### src/rtl/mem_pkg.sv
// Shared encodings and sizing for the memory access unit.
package mem_pkg;

  localparam int unsigned MEM_WORDS_DEFAULT = 1024;

  typedef enum logic [1:0] {
    OP_LDR  = 2'b00,
    OP_STR  = 2'b01,
    OP_LDRB = 2'b10,
    OP_STRB = 2'b11
  } op_e;

  typedef enum logic [1:0] {
    IDLE = 2'b00,
    RD   = 2'b01,
    WR   = 2'b10,
    RESP = 2'b11
  } state_e;

  // Word ops need a 4-byte aligned address.
  function automatic logic is_word_op(op_e op);
    return (op == OP_LDR) || (op == OP_STR);
  endfunction

endpackage

### src/rtl/byte_lane_merge.sv
// Byte-lane extraction (zero-extended, little-endian) and byte insertion into a word.
module byte_lane_merge (
  input  logic [31:0] word,
  input  logic [1:0]  lane,
  input  logic [7:0]  byte_in,
  output logic [31:0] lane_byte,
  output logic [31:0] merged
);

  always_comb begin
    lane_byte = '0;
    merged    = word;
    case (lane)
      2'd0: begin lane_byte[7:0] = word[7:0];   merged[7:0]   = byte_in; end
      2'd1: begin lane_byte[7:0] = word[15:8];  merged[15:8]  = byte_in; end
      2'd2: begin lane_byte[7:0] = word[23:16]; merged[23:16] = byte_in; end
      default: begin lane_byte[7:0] = word[31:24]; merged[31:24] = byte_in; end
    endcase
  end

endmodule

### src/rtl/mem_access_unit.sv
// Load/store unit between a CPU request channel and an external word memory
// with a combinational read port; byte stores are read-modify-write.
module mem_access_unit
  import mem_pkg::*;
#(
  parameter int unsigned MEM_WORDS = MEM_WORDS_DEFAULT
) (
  input  logic        clk,
  input  logic        rst,
  input  logic        req_valid,
  output logic        req_ready,
  input  logic [1:0]  req_op,
  input  logic [31:0] req_addr,
  input  logic [31:0] req_wdata,
  output logic        rsp_valid,
  input  logic        rsp_ready,
  output logic [31:0] rsp_rdata,
  output logic        rsp_err,
  output logic        mem_write_enable,
  output logic [31:0] write_addr,
  output logic [31:0] write_data,
  output logic [31:0] read_addr,
  input  logic [31:0] read_data
);

  state_e      state_q, state_d;
  op_e         op_q;
  logic [29:0] idx_q;
  logic [1:0]  lane_q;
  logic [31:0] wword_q;
  logic [31:0] rdata_q;
  logic        err_q;
  logic        req_err;
  logic [31:0] lane_byte;
  logic [31:0] merged;

  assign req_err = (32'(req_addr[31:2]) >= MEM_WORDS) ||
                   (is_word_op(op_e'(req_op)) && (req_addr[1:0] != 2'b00));

  byte_lane_merge u_lane (
    .word      (read_data),
    .lane      (lane_q),
    .byte_in   (wword_q[7:0]),
    .lane_byte (lane_byte),
    .merged    (merged)
  );

  always_comb begin
    state_d          = state_q;
    req_ready        = 1'b0;
    rsp_valid        = 1'b0;
    mem_write_enable = 1'b0;
    write_addr       = '0;
    write_data       = '0;
    case (state_q)
      IDLE: begin
        req_ready = 1'b1;
        if (req_valid) begin
          if (req_err)                      state_d = RESP;
          else if (op_e'(req_op) == OP_STR) state_d = WR;
          else                              state_d = RD;
        end
      end
      RD: state_d = (op_q == OP_STRB) ? WR : RESP;
      WR: begin
        mem_write_enable = ~rst;
        write_addr       = {2'b00, idx_q};
        write_data       = wword_q;
        state_d          = RESP;
      end
      RESP: begin
        rsp_valid = 1'b1;
        if (rsp_ready) state_d = IDLE;
      end
      default: state_d = IDLE;
    endcase
  end

  // wword_q holds the store data from acceptance; a byte store replaces it
  // with the merged word during RD, so WR always writes wword_q.
  always_ff @(posedge clk) begin
    if (rst) begin
      state_q <= IDLE;
      op_q    <= OP_LDR;
      idx_q   <= '0;
      lane_q  <= '0;
      wword_q <= '0;
      rdata_q <= '0;
      err_q   <= 1'b0;
    end else begin
      state_q <= state_d;
      case (state_q)
        IDLE: if (req_valid) begin
          op_q    <= op_e'(req_op);
          idx_q   <= req_addr[31:2];
          lane_q  <= req_addr[1:0];
          wword_q <= req_wdata;
          rdata_q <= '0;
          err_q   <= req_err;
        end
        RD: begin
          if (op_q == OP_LDR)       rdata_q <= read_data;
          else if (op_q == OP_LDRB) rdata_q <= lane_byte;
          else                      wword_q <= merged;
        end
        default: ;
      endcase
    end
  end

  assign rsp_rdata = rdata_q;
  assign rsp_err   = err_q;
  assign read_addr = {2'b00, idx_q};

endmodule

### config.mk
export PLATFORM = sky130hd
export DESIGN_NAME = mem_access_unit
export DESIGN_NICKNAME = d
export VERILOG_FILES = /design/src/rtl/mem_pkg.sv /design/src/rtl/byte_lane_merge.sv /design/src/rtl/mem_access_unit.sv
export SDC_FILE = /design/constraint.sdc
export NUM_CORES = 1
export LEC_CHECK = 0
export CELL_PAD_IN_SITES_DETAIL_PLACEMENT = 2
export CELL_PAD_IN_SITES_GLOBAL_PLACEMENT = 2
export CORE_MARGIN = 4
export CORE_UTILIZATION = 22
export CTS_CLUSTER_SIZE = 10
export DETAILED_ROUTE_END_ITERATION = 8
export PLACE_DENSITY = 0.73
export SYNTH_ARGS = -nofsm -noshare
export SYNTH_HDL_FRONTEND = slang
export SYNTH_HIERARCHICAL = 1
export SYNTH_SLANG_ARGS = --single-unit
### constraint.sdc
create_clock -name clk -period 1.8 [get_ports clk]
set_input_delay 0.27 -clock clk [delete_from_list [all_inputs] [get_ports clk]]
set_output_delay 0.27 -clock clk [all_outputs]
set_load 0.05 [all_outputs]
[Word-level counts from Yosys, hierarchy flattened]
Index checks and enable logic that the tools add are counted.
Operators by class
  $lt $le $gt $ge: 1
  equality and inequality tests: 14
  muxes and demuxes: 24
  bitwise operators: 1
  reductions and logical operators: 15
Operators with widths (number)
  $mux 32: 7
  $pmux 32 s2: 2
  $mux 8: 4
  $ge 30x11->1 const B: 1
  $mux 30: 1
  $pmux 8 s3: 1
  $eq 2x2->1 const B: 5
  $ne 2x2->1 const B: 5
  $logic_not 2->1: 4
  $mux 2: 4
  $pmux 2 s4: 1
  $eq 2x1->1 const B: 3
  $reduce_and 5->1: 1
  $mux 1: 4
  $reduce_and 2->1: 2
  $reduce_and 4->1: 1
  $reduce_bool 2->1: 2
  $ne 3x3->1 const B: 1
  $reduce_and 3->1: 1
  $reduce_or 3->1: 1
  $logic_or 1x1->1: 2
  $logic_and 1x1->1: 1
  $not 1->1: 1
Word-level totals
  flip-flop bits (word level): 101
  bits of input ports: 102
  output and inout bits: 132
  logic and storage cells: 63

[Depth between registers and ports, before layout]
  depth in word-level cells: 7
  mapped depth: 8
  depth with buffers taken out: 6

[Modules after synthesis]
Netlist, hierarchy kept.
Modules (own cells, without submodules)
  mem_access_unit: times used 1, cells each 549, area each 4755.8 um^2, seq. area each 2021.9 um^2
  byte_lane_merge: times used 1, cells each 73, area each 835.8 um^2, seq. area each 0.0 um^2

[Worst setup path before layout]
OpenSTA, ideal clock, no wires.
  path type: register -> register
  from: register state_q[0]
  to: register rdata_q[0] (netlist: rsp_rdata[0])
  library setup time: 0.066 ns
  arrival time: 1.942 ns
  required time: 1.734 ns
  slack: -0.208 ns
  cell stages (with the launch flop): 9
  buffers on the path: 2
  clock period less this slack: 2.008 ns
  cell sequence: dfxtp_1 -> inv_1 -> ha_1 -> buf_2 -> mux2i_1 -> a21o_1 -> buf_4 -> a22oi_1 -> nor2_1
Between the ends
  longest elaborated chain between the ends: 3
  elaborated cells between the ends (all ways): 7
  classes of those cells: eq/ne (3); mux (1); reduce/logical (3)
Ends and longest elaborated chain
  start, declared: RTL line mem_access_unit.sv:26  | state_e state_q, state_d;
  start signal, assigned: RTL line mem_access_unit.sv:91  | state_q <= state_d;
  $eq 2x1->1 or $logic_not 2->1 (tied branches): RTL line mem_access_unit.sv:92  | case (state_q)
  $ne 3x3->1 (no source line), or another cell as far along
  $reduce_and 3->1 (no source line)
  end signal, assigned: RTL line mem_access_unit.sv:102  | if (op_q == OP_LDR) rdata_q <= read_data;
  end signal, assigned: RTL line mem_access_unit.sv:103  | else if (op_q == OP_LDRB) rdata_q <= lane_byte;
  end, declared: RTL line mem_access_unit.sv:31  | logic [31:0] rdata_q;
Several ways; a longest one is shown, not always the timed one.
A chain may end at the register's enable or synchronous reset.

[Final worst setup path]
  from: register state_q[0]
  to: output write_data[26]
Between the ends
  longest elaborated chain between the ends: 2
Ends and longest elaborated chain
  $eq 2x2->1: RTL line mem_access_unit.sv:55  | case (state_q)
  $mux 32: RTL line mem_access_unit.sv:55
  end, declared: RTL line mem_access_unit.sv:21  | output logic [31:0] write_data,
No other way between the ends.

==> impl_results.md <==
- Outcome: complete, but fails checks
- Failing checks: negative setup slack
- Reg-to-reg startpoint: lane_q[0]$_SDFFE_PP0P_
- Slew @ Worst Pin: 538 ps
- Crit share post-route: 102%
- I/O Buffers: 229
- Sequential cell area fraction in the yosys report: 36.2%
- Clk slew on worst S/H paths: 80 ps
- Worst Path Required: 1530 ps
- Die Ht: 167 µm
- DRC Markers: 0
- Flops & latches, synth: 101
- Clock latency on the worst-skew pair: 360 ps
- DRT antenna net count: 0
- Routability cong.: 0.831
- Most frequent cells in the layout: clkdlybuf4s50_1 (100), dfxtp_1 (99), buf_4 (98), buf_12 (79), nand2_1 (71)
- Layout Utilization: 39.3%
- Initial drt markers: 177
- Routed wire per std cell: 21.8 µm
- Drt pass-1 iters: 4
- Clock Path Buffers: 2
- Synth cell types: 32
- GRT met3 Usage: 6.80%
- VDD IR max: 0.614 mV
- Hold Path Origin: rst
- Worst Slack Setup Final: -34.2 ps
- CTS Hold Bufs: 0
- Reg2reg setup slack: 60 ps
- Drt via density: 4.62
- Tot GR Track Use: 18.3%
- Most common cell after layout, fill and taps aside: clkdlybuf4s50_1
- Cell Pwr Density: 1470 nW/µm²
- # nets final: 988
- Worst setup EP type: primary output
- Hold Vio Cnt, Final: 0
- Hold Slack: 341 ps
- Initial core utilization: 22.3%
- Worst Path Max Fanout: 17
- FMAX: 545 MHz
- Hold Crit Class: input port to register
- Final WL: 26500 µm
- Row Count: 58
- Worst Hold Path Cells: 2
- Mapped Cells: 622
- Post-DP HPWL: 19400 µm
- Met1 Use GR: 20.9%
- Clk_skew: 12.0 ps
- Mapped Area: 5590 µm²
- Met2 usage: 32.4%
- Max-slew violations: 0
- Syn Area/Cell: 8.99 µm²
- Max cap viols: 0
- Synth Warn #: 6
- Hold worst-path end: rsp_rdata[22]$_SDFFE_PP0P_
- I/O Pins: 234
- RSZ-0062 raised after global routing: true
- RR Endpoint: rsp_rdata[5]$_SDFFE_PP0P_
- CTS tree: built
- Number of global-route vias before repair: 6208
- Layer with the highest usage: met2
- Initial antenna violation count: 7
- Antenna Cells: 0
- P&R area growth vs syn: 76.4%
- Register-to-Register Path Depth: 5
- Critical path startpoint category: register
- Setup CP Type: register to primary output
- Final min period: 1830 ps
- Die width: 167 µm
- Layout cell share with drive strength beyond 1: 40.1%
- P_leak: 4.00 nW
- Clock Sinks: 101
- Largest net degree at the start of global routing: 42
- First-pass GRT wire length: 39400 µm
- Core ar.: 25100 µm²
- Rel. slew slack: 64.3%
- Vias: 5627
- Overflow after GRT: 0
- WP data arrival: 1560 ps
- Die area: 28000 µm²
- Max H-tree Level: 3
- CTS Buf Count: 9
- Setup violators final: 49
- Setup TNS: -828 ps
- Root Driver: clkbuf_16
==> logic make-up after synthesis <==
logic type / count (synthesis) / share of synthesized area (%)
AO/OA/AOI/OAI: 107 / 13.0
adder cells (fa/ha/maj): 4 / 0.895
buffers and inverters: 84 / 8.48
flip-flops: 101 / 36.2
multiplexers: 105 / 22.6
other: 2 / 0.134
AND/OR/NAND/NOR: 219 / 18.7
==> metrics by stage <==
stage	instances	power, W	area [µm²]	setup WS (ps)
final	1217	0.0145	9860	-34.2
after global routing	1217	0.0154	9860	-87.9
after CTS	1215	0.0144	9720	-84.7
after detailed placement	1188	0.0114	9090	-168
after global placement	1188	0.0112	9090	-84.8
after floorplan	648	0.00807	5700	-25.3
==> worst max path at each step <==
| stage | from | to | slack (ps) | depth (start not counted) |
|---|---|---|---|---|
| finish | state_q[0]$_SDFFE_PP0P_ | write_data[26] | -30 | 6 |
| global route | state_q[0]$_SDFFE_PP0P_ | write_data[26] | -90 | 6 |
| CTS | state_q[0]$_SDFFE_PP0P_ | write_data[4] | -80 | 6 |
| detailed placement | read_data[29] | rsp_rdata[5]$_SDFFE_PP0P_ | -170 | 5 |
| global placement | read_data[29] | rsp_rdata[5]$_SDFFE_PP0P_ | -80 | 5 |
| floorplan | state_q[0]$_SDFFE_PP0P_ | mem_write_enable | -30 | 4 |
==> worst max-delay path: stages, from the launching register on <==
cell and delay (ps):
dfxtp_4 360, inv_4 60, ha_4 180, buf_6 110, buf_12 160, and2_4 180, buf_12 130
==> state kept, by name, summed over array words and instances (netlist names) <==
signal / flops
op_q: 2
lane_q: 2
idx_q: 30
state_q: 2
rsp_err: 1
rsp_rdata: 32
wword_q: 32
==> layer usage <==
| metal | share of wire (%) | vias to the layer above |
|---|---|---|
| met2 | 49 | 205 |
| met5 | 0.29 | - |
| met1 | 40 | 2743 |
| li1 | - | 2622 |
| met3 | 8.4 | 43 |
| met4 | 2.2 | 14 |
==> area by class of cell <==
cell class	instances	area (µm²)
timing repair buffer	301	3620
multi-input combinational	463	3460
inverter	6	25.0
sequential	101	2030
fill	2711	15200
tap	330	413
clock inverter	6	87.6
clock buffer	10	229
==> synth_stat cells <==
cell,number,area share [%]
o211a_1,1,0.18
nand3b_1,2,0.27
nor4_1,5,0.56
conb_1,2,0.13
nor2_8,1,0.36
inv_1,6,0.40
clkbuf_1,28,1.9
mux2_2,56,11
dfxtp_1,101,36
o22ai_1,1,0.11
a211oi_1,33,4.4
and2_1,63,7.0
a21oi_1,34,3.0
a21oi_4,1,0.29
nor2_1,68,4.6
a21o_1,1,0.13
ha_1,4,0.90
nor2b_1,3,0.34
a22oi_1,32,4.3
nor3_1,4,0.36
buf_6,1,0.20
o21ai_0,1,0.089
nand2_1,71,4.8
o41ai_1,2,0.31
mux4_2,8,3.2
nand2_8,1,0.36
mux2i_1,33,5.9
mux2_4,8,2.1
buf_4,36,4.8
o2111ai_1,1,0.16
buf_2,13,1.2
or3_1,1,0.11
==> repair_timing <==
action,in CTS,in global routing
gates cloned,4,1
gates resized for setup,80,27
hold endpoints to repair,0,0
setup buffers,7,1
setup endpoints to repair,79,122
pin swaps,14,6
==> report_power, final <==
group | total [W] | internal (W) | switching (W)
combinational | 0.00894 | 0.00395 | 0.00498
sequential | 0.00341 | 0.00288 | 0.000536
clock | 0.00217 | 0.00122 | 0.000949
total | 0.0145 | 0.00805 | 0.00647
No activity file was read; power rests on OpenSTA's default activity.
